===== config.mk =====
export PLATFORM = sky130hd
export DESIGN_NAME = power_ctrl
export DESIGN_NICKNAME = d
export VERILOG_FILES = /design/src/rtl/power_ctrl_pkg.sv /design/src/rtl/btn_debounce.sv /design/src/rtl/power_ctrl.sv
export SDC_FILE = /design/constraint.sdc
export NUM_CORES = 1
export LEC_CHECK = 0
export CAP_MARGIN = 5
export CORE_ASPECT_RATIO = 2
export CORE_UTILIZATION = 53
export CTS_CLUSTER_DIAMETER = 30
export DETAILED_ROUTE_END_ITERATION = 10
export GPL_TIMING_DRIVEN = 0
export PLACE_DENSITY = 0.71
export REMOVE_ABC_BUFFERS = 1
export SLEW_MARGIN = 40
export SYNTH_ARGS = -nofsm -noshare
export SYNTH_HDL_FRONTEND = slang
export SYNTH_SLANG_ARGS = --single-unit
export TNS_END_PERCENT = 20

===== constraint.sdc =====
create_clock -name sys_clk -period 4.1 [get_ports sys_clk]
set_clock_uncertainty 0.2 [all_clocks]
set_input_delay 1.23 -clock sys_clk [delete_from_list [all_inputs] [get_ports sys_clk]]
set_output_delay 1.23 -clock sys_clk [all_outputs]
set_load 0.02 [all_outputs]

===== src/rtl/power_ctrl_pkg.sv =====
// Shared types and default timing constants for the vehicle power controller.
package power_ctrl_pkg;

   typedef enum logic [1:0] {
      OFF          = 2'b00,
      ARMING       = 2'b01,
      ON           = 2'b10,
      RELEASE_WAIT = 2'b11
   } pstate_t;

   // Defaults assume a 100 MHz sys_clk: 10 ms debounce, 1 s hold, 10 s idle.
   localparam int DEF_DEBOUNCE_CYCLES = 1_000_000;
   localparam int DEF_HOLD_CYCLES     = 100_000_000;
   localparam int DEF_IDLE_CYCLES     = 1_000_000_000;

   // Counter width able to hold 0..cycles-1, never narrower than one bit.
   function automatic int cnt_width(input int cycles);
      return (cycles > 1) ? $clog2(cycles) : 1;
   endfunction

endpackage


===== src/rtl/btn_debounce.sv =====
// Two-flop synchroniser followed by a stability-count debouncer for one
// asynchronous push button.
module btn_debounce
   import power_ctrl_pkg::*;
#(
   parameter int DEBOUNCE_CYCLES = DEF_DEBOUNCE_CYCLES
) (
   input  logic sys_clk,
   input  logic rst,
   input  logic raw,
   output logic level
);

   localparam int CW = cnt_width(DEBOUNCE_CYCLES);
   localparam logic [CW-1:0] CNT_LAST = CW'(DEBOUNCE_CYCLES - 1);

   logic          sync1;
   logic          sync2;
   logic [CW-1:0] cnt;

   always_ff @(posedge sys_clk) begin
      if (rst) begin
         sync1 <= 1'b0;
         sync2 <= 1'b0;
      end else begin
         sync1 <= raw;
         sync2 <= sync1;
      end
   end

   // Any sample that agrees with the current level restarts the stability count.
   always_ff @(posedge sys_clk) begin
      if (rst) begin
         cnt   <= '0;
         level <= 1'b0;
      end else if (sync2 == level) begin
         cnt <= '0;
      end else if (cnt == CNT_LAST) begin
         cnt   <= '0;
         level <= sync2;
      end else begin
         cnt <= cnt + 1'b1;
      end
   end

endmodule


===== src/rtl/power_ctrl.sv =====
// Vehicle power-state controller: hold-to-start, immediate stop, stall handling.
// Optional inactivity auto-off is enabled by defining POWER_IDLE_OFF_EN.
module power_ctrl
   import power_ctrl_pkg::*;
#(
   parameter int DEBOUNCE_CYCLES = DEF_DEBOUNCE_CYCLES,
   parameter int HOLD_CYCLES     = DEF_HOLD_CYCLES,
   parameter int IDLE_CYCLES     = DEF_IDLE_CYCLES
) (
   input  logic       sys_clk,
   input  logic       rst,
   input  logic       power_on,
   input  logic       power_off,
   input  logic       stall,
   input  logic       activity,
   output logic       power,
   output logic       power_light,
   output logic       on_pulse,
   output logic       off_pulse,
   output logic [1:0] pstate
);

   localparam int HW = cnt_width(HOLD_CYCLES);
   localparam logic [HW-1:0] HOLD_LAST = HW'(HOLD_CYCLES - 1);

   pstate_t       state;
   logic [HW-1:0] hold_cnt;
   logic          power_q;
   logic          on_db;
   logic          off_db;
   logic          idle_hit;

   btn_debounce #(.DEBOUNCE_CYCLES(DEBOUNCE_CYCLES)) u_on_db (
      .sys_clk (sys_clk),
      .rst     (rst),
      .raw     (power_on),
      .level   (on_db)
   );

   btn_debounce #(.DEBOUNCE_CYCLES(DEBOUNCE_CYCLES)) u_off_db (
      .sys_clk (sys_clk),
      .rst     (rst),
      .raw     (power_off),
      .level   (off_db)
   );

`ifdef POWER_IDLE_OFF_EN
   localparam int IW = cnt_width(IDLE_CYCLES);
   localparam logic [IW-1:0] IDLE_LAST = IW'(IDLE_CYCLES - 1);

   logic [IW-1:0] idle_cnt;

   // Counts consecutive ON cycles without movement; leaving ON always clears it.
   always_ff @(posedge sys_clk) begin
      if (rst) begin
         idle_cnt <= '0;
      end else if ((state != ON) || activity) begin
         idle_cnt <= '0;
      end else begin
         idle_cnt <= idle_cnt + 1'b1;
      end
   end

   assign idle_hit = (state == ON) && (idle_cnt == IDLE_LAST);
`else
   logic unused_idle;

   assign unused_idle = activity ^ (IDLE_CYCLES == 0);
   assign idle_hit    = 1'b0;
`endif

   always_ff @(posedge sys_clk) begin
      if (rst) begin
         state     <= OFF;
         hold_cnt  <= '0;
         power_q   <= 1'b0;
         on_pulse  <= 1'b0;
         off_pulse <= 1'b0;
      end else begin
         on_pulse  <= 1'b0;
         off_pulse <= 1'b0;
         case (state)
            OFF: begin
               hold_cnt <= '0;
               if (on_db && !off_db) begin
                  state <= ARMING;
               end
            end
            ARMING: begin
               if (!on_db || off_db || stall) begin
                  state    <= OFF;
                  hold_cnt <= '0;
               end else if (hold_cnt == HOLD_LAST) begin
                  state    <= ON;
                  hold_cnt <= '0;
                  power_q  <= 1'b1;
                  on_pulse <= 1'b1;
               end else begin
                  hold_cnt <= hold_cnt + 1'b1;
               end
            end
            ON: begin
               // Off button, stall and idle timeout all share one exit and one strobe.
               if (off_db || stall || idle_hit) begin
                  state     <= RELEASE_WAIT;
                  power_q   <= 1'b0;
                  off_pulse <= 1'b1;
               end
            end
            RELEASE_WAIT: begin
               if (!on_db && !off_db) begin
                  state <= OFF;
               end
            end
            default: begin
               state    <= OFF;
               hold_cnt <= '0;
               power_q  <= 1'b0;
            end
         endcase
      end
   end

   assign power       = power_q;
   assign power_light = power_q;
   assign pstate      = state;

endmodule

==> qor.yml, run 1 <==
max_cap_violations: 0
synth_top_area_share_pct: 43.65
die_area_mm2: 0.007102
initialDrtViolationCount: 159
powerDensity_mw_per_mm2: 386.8
n_antenna_cell: 0
fillCellCount: 584
min_period_over_period_pct: 80.76
status: "complete, no violations"
crit_fanout: 15
cts_tree: "yes"
cts_setup_buffers: 0
num-nets-final: 431
clock_sinks: 78
cts-root-buf: "clkbuf_16"
tns_ns: 0
async_flop_share_pct: 0
antenna_found_initial: 0
clk_latency_ns: 0.34
die_w_um: 60.09
drive_above_1_share_pct: 6.089
slew_viol_final: 0
fmax_ghz: 0.3020
synth_edf_count: 0
cts-hold-fix-buffers: 0
ant_nets: 0
die_y_um: 118.2
grt_use_total_pct: 22.92
rows: 42
ys_seq_area_share_pct: 43.65
coreArea_mm2: 0.006569
arrival_ns: 3.35
routed_wl_mm: 7.214
clk_pin_slew_ns: 0.06
io_buffers: 10
p_leak_nw: 1.316
timing_hold_violations_final: 0
syn_area_per_cell_um2: 8.599
vias: 2916
layout_commonest_cell: "dfxtp_1"
grt_pass1_vias: 2838
grt_max_degree: 22
wl_per_cell_um: 14.01
worstSetupEndpointType: "flop"
stdcell_count: 515
dp.cells: 499
synthTopCellsByArea: "dfxtp_1 (44%), xor2_1 (9.1%), nor2_1 (7.6%)"
min_period_ns: 3.311
yosys_warnings: 0
syn_area_mm2: 0.003577
dpl.hpwl_mm: 5.091
critPathKind: "input pin to flop"
cts_resized: 0
numCtsBuffers: 9
finalSetupViolCount: 0
peakVddDrop_mv: 0.2812
startpoint_type: "input pin"
syn_to_final_growth_pct: 12.24
multi_input_area_mm2: 0.001918
ctsLongestPathBuffers: 2
regArea_mm2: 0.001562
initial_core_util_pct: 54.46
hold_path_class: "flop to flop"
io_pins: 12
via_per_inst: 5.662
grt-ovfl-total: 0
synth_seq_cells: 78
grt_pass1_wl_mm: 12.37
rsz0062_at_grt: "false"
htree_levels: 3
drc: 0
post_dp_cell_area_mm2: 0.003717
tightest_slew_ns: 0.7321
required_ns: 4.14
synth_flop_cell: "dfxtp_1"
gp_congestion: 0.8568
mostFrequentLayoutCells: "dfxtp_1 (78), nor2_1 (72), nand3_1 (39)"
synthDistinctLibCells: 48
firstDrtPassIters: 4
relSlewSlack_pct: 50.75
final_area_mm2: 0.004015
yosys.area.top_type: "dfxtp_1"
syn_inst: 416
-- area by class of cell --
class                   instances  share of cell area, %
multi-input cells             314                  47.77
flip-flops and latches         78                  38.89
clock buffers                  10                  5.703
well taps                      88                  2.742
repair buffers                 10                  2.493
clock inverters                 6                  1.558
inverters                       9                 0.8414
-- registers in the layout (all words and copies together), names as in the netlist, named ones only --
name	flops
u_on_db.sync2	1
u_on_db.sync1	1
u_on_db.level	1
on_pulse	1
hold_cnt	27
off_pulse	1
u_off_db.cnt	20
u_off_db.sync1	1
u_off_db.sync2	1
u_on_db.cnt	20
u_off_db.level	1
power	1
pstate	1
-- layer usage --
| layer | part of all wire, % | GRT usage, % |
|---|---|---|
| met2 | 57 | 40.83 |
| met4 | 2.4 | 11.77 |
| met1 | 38 | 23.81 |
| met5 | 0 | 0 |
| met3 | 2.4 | 4.705 |
-- logic make-up (layout without fill, tap and decap cells) --
group / Yosys count / after routing / synth area share, %
xor+xnor: 51 / 51 / 12.49
fa+ha+maj: 3 / 3 / 1.049
compound gates: 34 / 34 / 6.191
buf+inv: 24 / 35 / 3.113
flops: 78 / 78 / 43.65
simple gates: 222 / 222 / 32.39
mux: 4 / 4 / 1.119
-- power by group --
group	internal [mW]	switching (mW)	total, mW
clock	0.469	0.309	0.778
sequential	0.760	0.00134	0.762
combinational	0.00582	0.00752	0.0133
total	1.24	0.318	1.55
-- synthesized netlist by cell type (2+ instances only) --
library cell / count
and4_1: 4
a31oi_1: 6
and2_1: 2
nor2b_1: 6
nand3_1: 39
ha_1: 3
nor3b_1: 4
dfxtp_1: 78
o21ai_0: 11
nand4b_1: 2
a21oi_1: 5
nand4_1: 17
clkbuf_1: 9
buf_2: 2
nor3_1: 7
mux2i_1: 4
nor4_1: 7
nand2_1: 36
nor2_1: 72
xor2_1: 37
nor4_2: 2
nor4_4: 2
inv_1: 9
and3_1: 11
a2bb2oi_1: 2
or3_1: 2
buf_6: 2
xnor2_1: 14
o211ai_1: 2
-- worst paths after layout --
path / depth (start not counted) / startpoint / endpoint / slack [ns]
worst max-delay path: 5 / stall / hold_cnt[4] / 0.79
worst min-delay path: 1 / u_off_db.sync1 / u_off_db.sync2 / 0.24
worst max register to register: 6 / hold_cnt[0] / hold_cnt[9] / 1.53
worst min register to register: 1 / u_off_db.sync1 / u_off_db.sync2 / 0.24
-- worst max-delay path: stages --
cell and delay [ns]:
clkdlybuf4s50_1 0.47, nor4b_2 0.38, and3_1 0.61, nand2_1 0.37
o31ai_1 0.29
-- stage by stage --
step | power (mW) | hold slack [ns] | setup slack (ns) | utilization [%]
2_1_floorplan | 0.7839 | 0.2138 | 1.414 | -
3_3_place_gp | 0.7914 | 0.2222 | 0.1628 | 56.48
3_5_place_dp | 0.7919 | 0.2277 | 0.4580 | 56.59
4_1_cts | 1.561 | 0.2435 | 0.8110 | 61.03
5_1_grt | 1.599 | 0.2541 | 0.6778 | 61.12
6_report | 1.553 | 0.2395 | 0.7888 | 61.12
Power figures use the tool's default switching activity.
==> run 2: changes to the inputs <==
--- a/config.mk
+++ b/config.mk
@@ -11,7 +11,7 @@
 export CTS_CLUSTER_DIAMETER = 30
 export DETAILED_ROUTE_END_ITERATION = 10
 export GPL_TIMING_DRIVEN = 0
-export PLACE_DENSITY = 0.71
+export PLACE_DENSITY = 0.74
 export REMOVE_ABC_BUFFERS = 1
 export SLEW_MARGIN = 40
 export SYNTH_ARGS = -nofsm -noshare
==> constraint.sdc (replaced) <==
create_clock -name sys_clk -period 3 [get_ports sys_clk]
set_clock_uncertainty 0.2 [all_clocks]
set_input_delay 0.9 -clock sys_clk [delete_from_list [all_inputs] [get_ports sys_clk]]
set_output_delay 0.9 -clock sys_clk [all_outputs]
set_load 0.02 [all_outputs]
==> run 2 against run 1 <==
Against the previous run: power grew 31%; worst setup slack lost 0.48 ns; largest power group is now sequential cells; critical path depth unchanged; flip-flop and latch count unchanged; sequential share of layout area grew 0.27 points; non-clock buffer count stayed put.
==> qor.yml, run 2 (synthesized netlist as in run 1, its figures left out) <==
critPathMaxStageDelay_ns: 0.67
vias: 2843
hold_path_class: "flop to flop"
worstSetupEndpointType: "flop"
post_dp_cell_area_mm2: 0.003717
io_buffers: 10
largest-register: "hold_cnt"
critPathKind: "input pin to flop"
io_pins: 12
grt-ovfl-total: 0
initialDrtViolationCount: 105
startpoint_type: "input pin"
tightest_slew_ns: 0.8002
p_leak_nw: 1.313
dpl.hpwl_mm: 4.997
cts_tree: "yes"
clock_sinks: 78
antenna_found_initial: 0
firstDrtPassIters: 4
required_ns: 3.04
rows: 42
grt_max_degree: 22
syn_to_final_growth_pct: 11.47
powerDensity_mw_per_mm2: 510.8
crit_fanout: 15
clk_pin_slew_ns: 0.06
ctsLongestPathBuffers: 2
die_area_mm2: 0.007102
cts-hold-fix-buffers: 0
timing_hold_violations_final: 0
final_area_mm2: 0.003988
relSlewSlack_pct: 46.16
ant_nets: 0
grt_pass1_vias: 2709
largest_reg_flops: 27
arrival_ns: 2.73
layout_commonest_cell: "dfxtp_1"
slew_viol_final: 0
coreArea_mm2: 0.006569
cts_setup_buffers: 0
grt_use_total_pct: 22.49
numCtsBuffers: 9
n_antenna_cell: 0
status: "complete, no violations"
cts-root-buf: "clkbuf_16"
post-route-util_pct: 60.70
gp_congestion: 0.8428
clk_latency_ns: 0.33
cp_slowest_cell: "clkdlybuf4s50_1"
path_cells: "clkdlybuf4s50_1 -> inv_1 -> and3_2 -> nand2_1 -> o31ai_1"
pre_cts_slack_ns: -0.2633
top_regs: "hold_cnt: 27 flops, u_off_db.cnt: 20 flops, u_on_db.cnt: 20 flops"
htree_levels: 3
peakVddDrop_mv: 0.3693
drc: 0
initial_core_util_pct: 54.46
rsz0062_at_grt: "false"
min_period_over_period_pct: 89.73
num-nets-final: 431
die_y_um: 118.2
finalSetupViolCount: 0
tns_ns: 0
die_w_um: 60.09
wl_per_cell_um: 13.76
grt_pass1_wl_mm: 11.97
worst_slack_ns: 0.3080
max_cap_violations: 0
path_buf_inv: 2
routed_wl_mm: 7.088
via_per_inst: 5.520
critPathTopFamily: "buffers and inverters"
fmax_ghz: 0.3715
mostFrequentLayoutCells: "dfxtp_1 (78), nor2_1 (72), nand3_1 (39)"
min_period_ns: 2.692
drive_above_1_share_pct: 5.855
run 2: what timing repair did:
item	4_1_cts	5_1_grt
endpoints found under the hold margin	0	0
resized for setup	0	1
endpoints found under the setup margin	0	8
run 2: layout make-up:
| type | instances | area, µm² |
|---|---|---|
| Timing Repair Buffer | 10 | 100.1 |
| Tap cell | 88 | 110.1 |
| Clock buffer | 12 | 246.5 |
| Sequential cell | 78 | 1562 |
| Inverter | 9 | 33.78 |
| Fill cell | 589 | 2581 |
| Clock inverter | 4 | 22.52 |
| Multi-Input combinational cell | 314 | 1913 |
run 2: report_power, final:
group	leakage, nW	internal, mW	switching (mW)
Combinational	0.552	0.00796	0.0101
Clock	0.132	0.578	0.399
Sequential	0.629	1.04	0.00181
run 2: worst paths after layout:
check | start | to | slack, ns | depth (start not counted)
max reg2reg | hold_cnt[0] | hold_cnt[6] | 0.47 | 6
min reg2reg | u_off_db.sync1 | u_off_db.sync2 | 0.25 | 1
max | rst | hold_cnt[4] | 0.31 | 5
min | u_off_db.sync1 | u_off_db.sync2 | 0.25 | 1
run 2: per-layer routing:
metal | part of all wire [%] | GRT usage [%]
met5 | 0 | 0
met4 | 2.2 | 10.32
met3 | 2.4 | 6.674
met2 | 55 | 40.28
met1 | 40 | 22.42
run 2: worst reg2reg max path, cell delays in order, from the launching register on:
cell and delay [ns]:
dfxtp_1 0.40, ha_1 0.24, nand3_1 0.28, nor4_2 0.51, nand3_4 0.30, nand2_1 0.34, o21ai_0 0.14
run 2: through the flow:
| stage | power [mW] | instances | hold slack, ns |
|---|---|---|---|
| after floorplan | 1.071 | 401 | 0.2138 |
| after global placement | 1.082 | 499 | 0.2260 |
| after detailed placement | 1.082 | 499 | 0.2336 |
| after CTS | 2.063 | 515 | 0.2533 |
| after global routing | 2.110 | 515 | 0.2663 |
| final | 2.037 | 515 | 0.2475 |
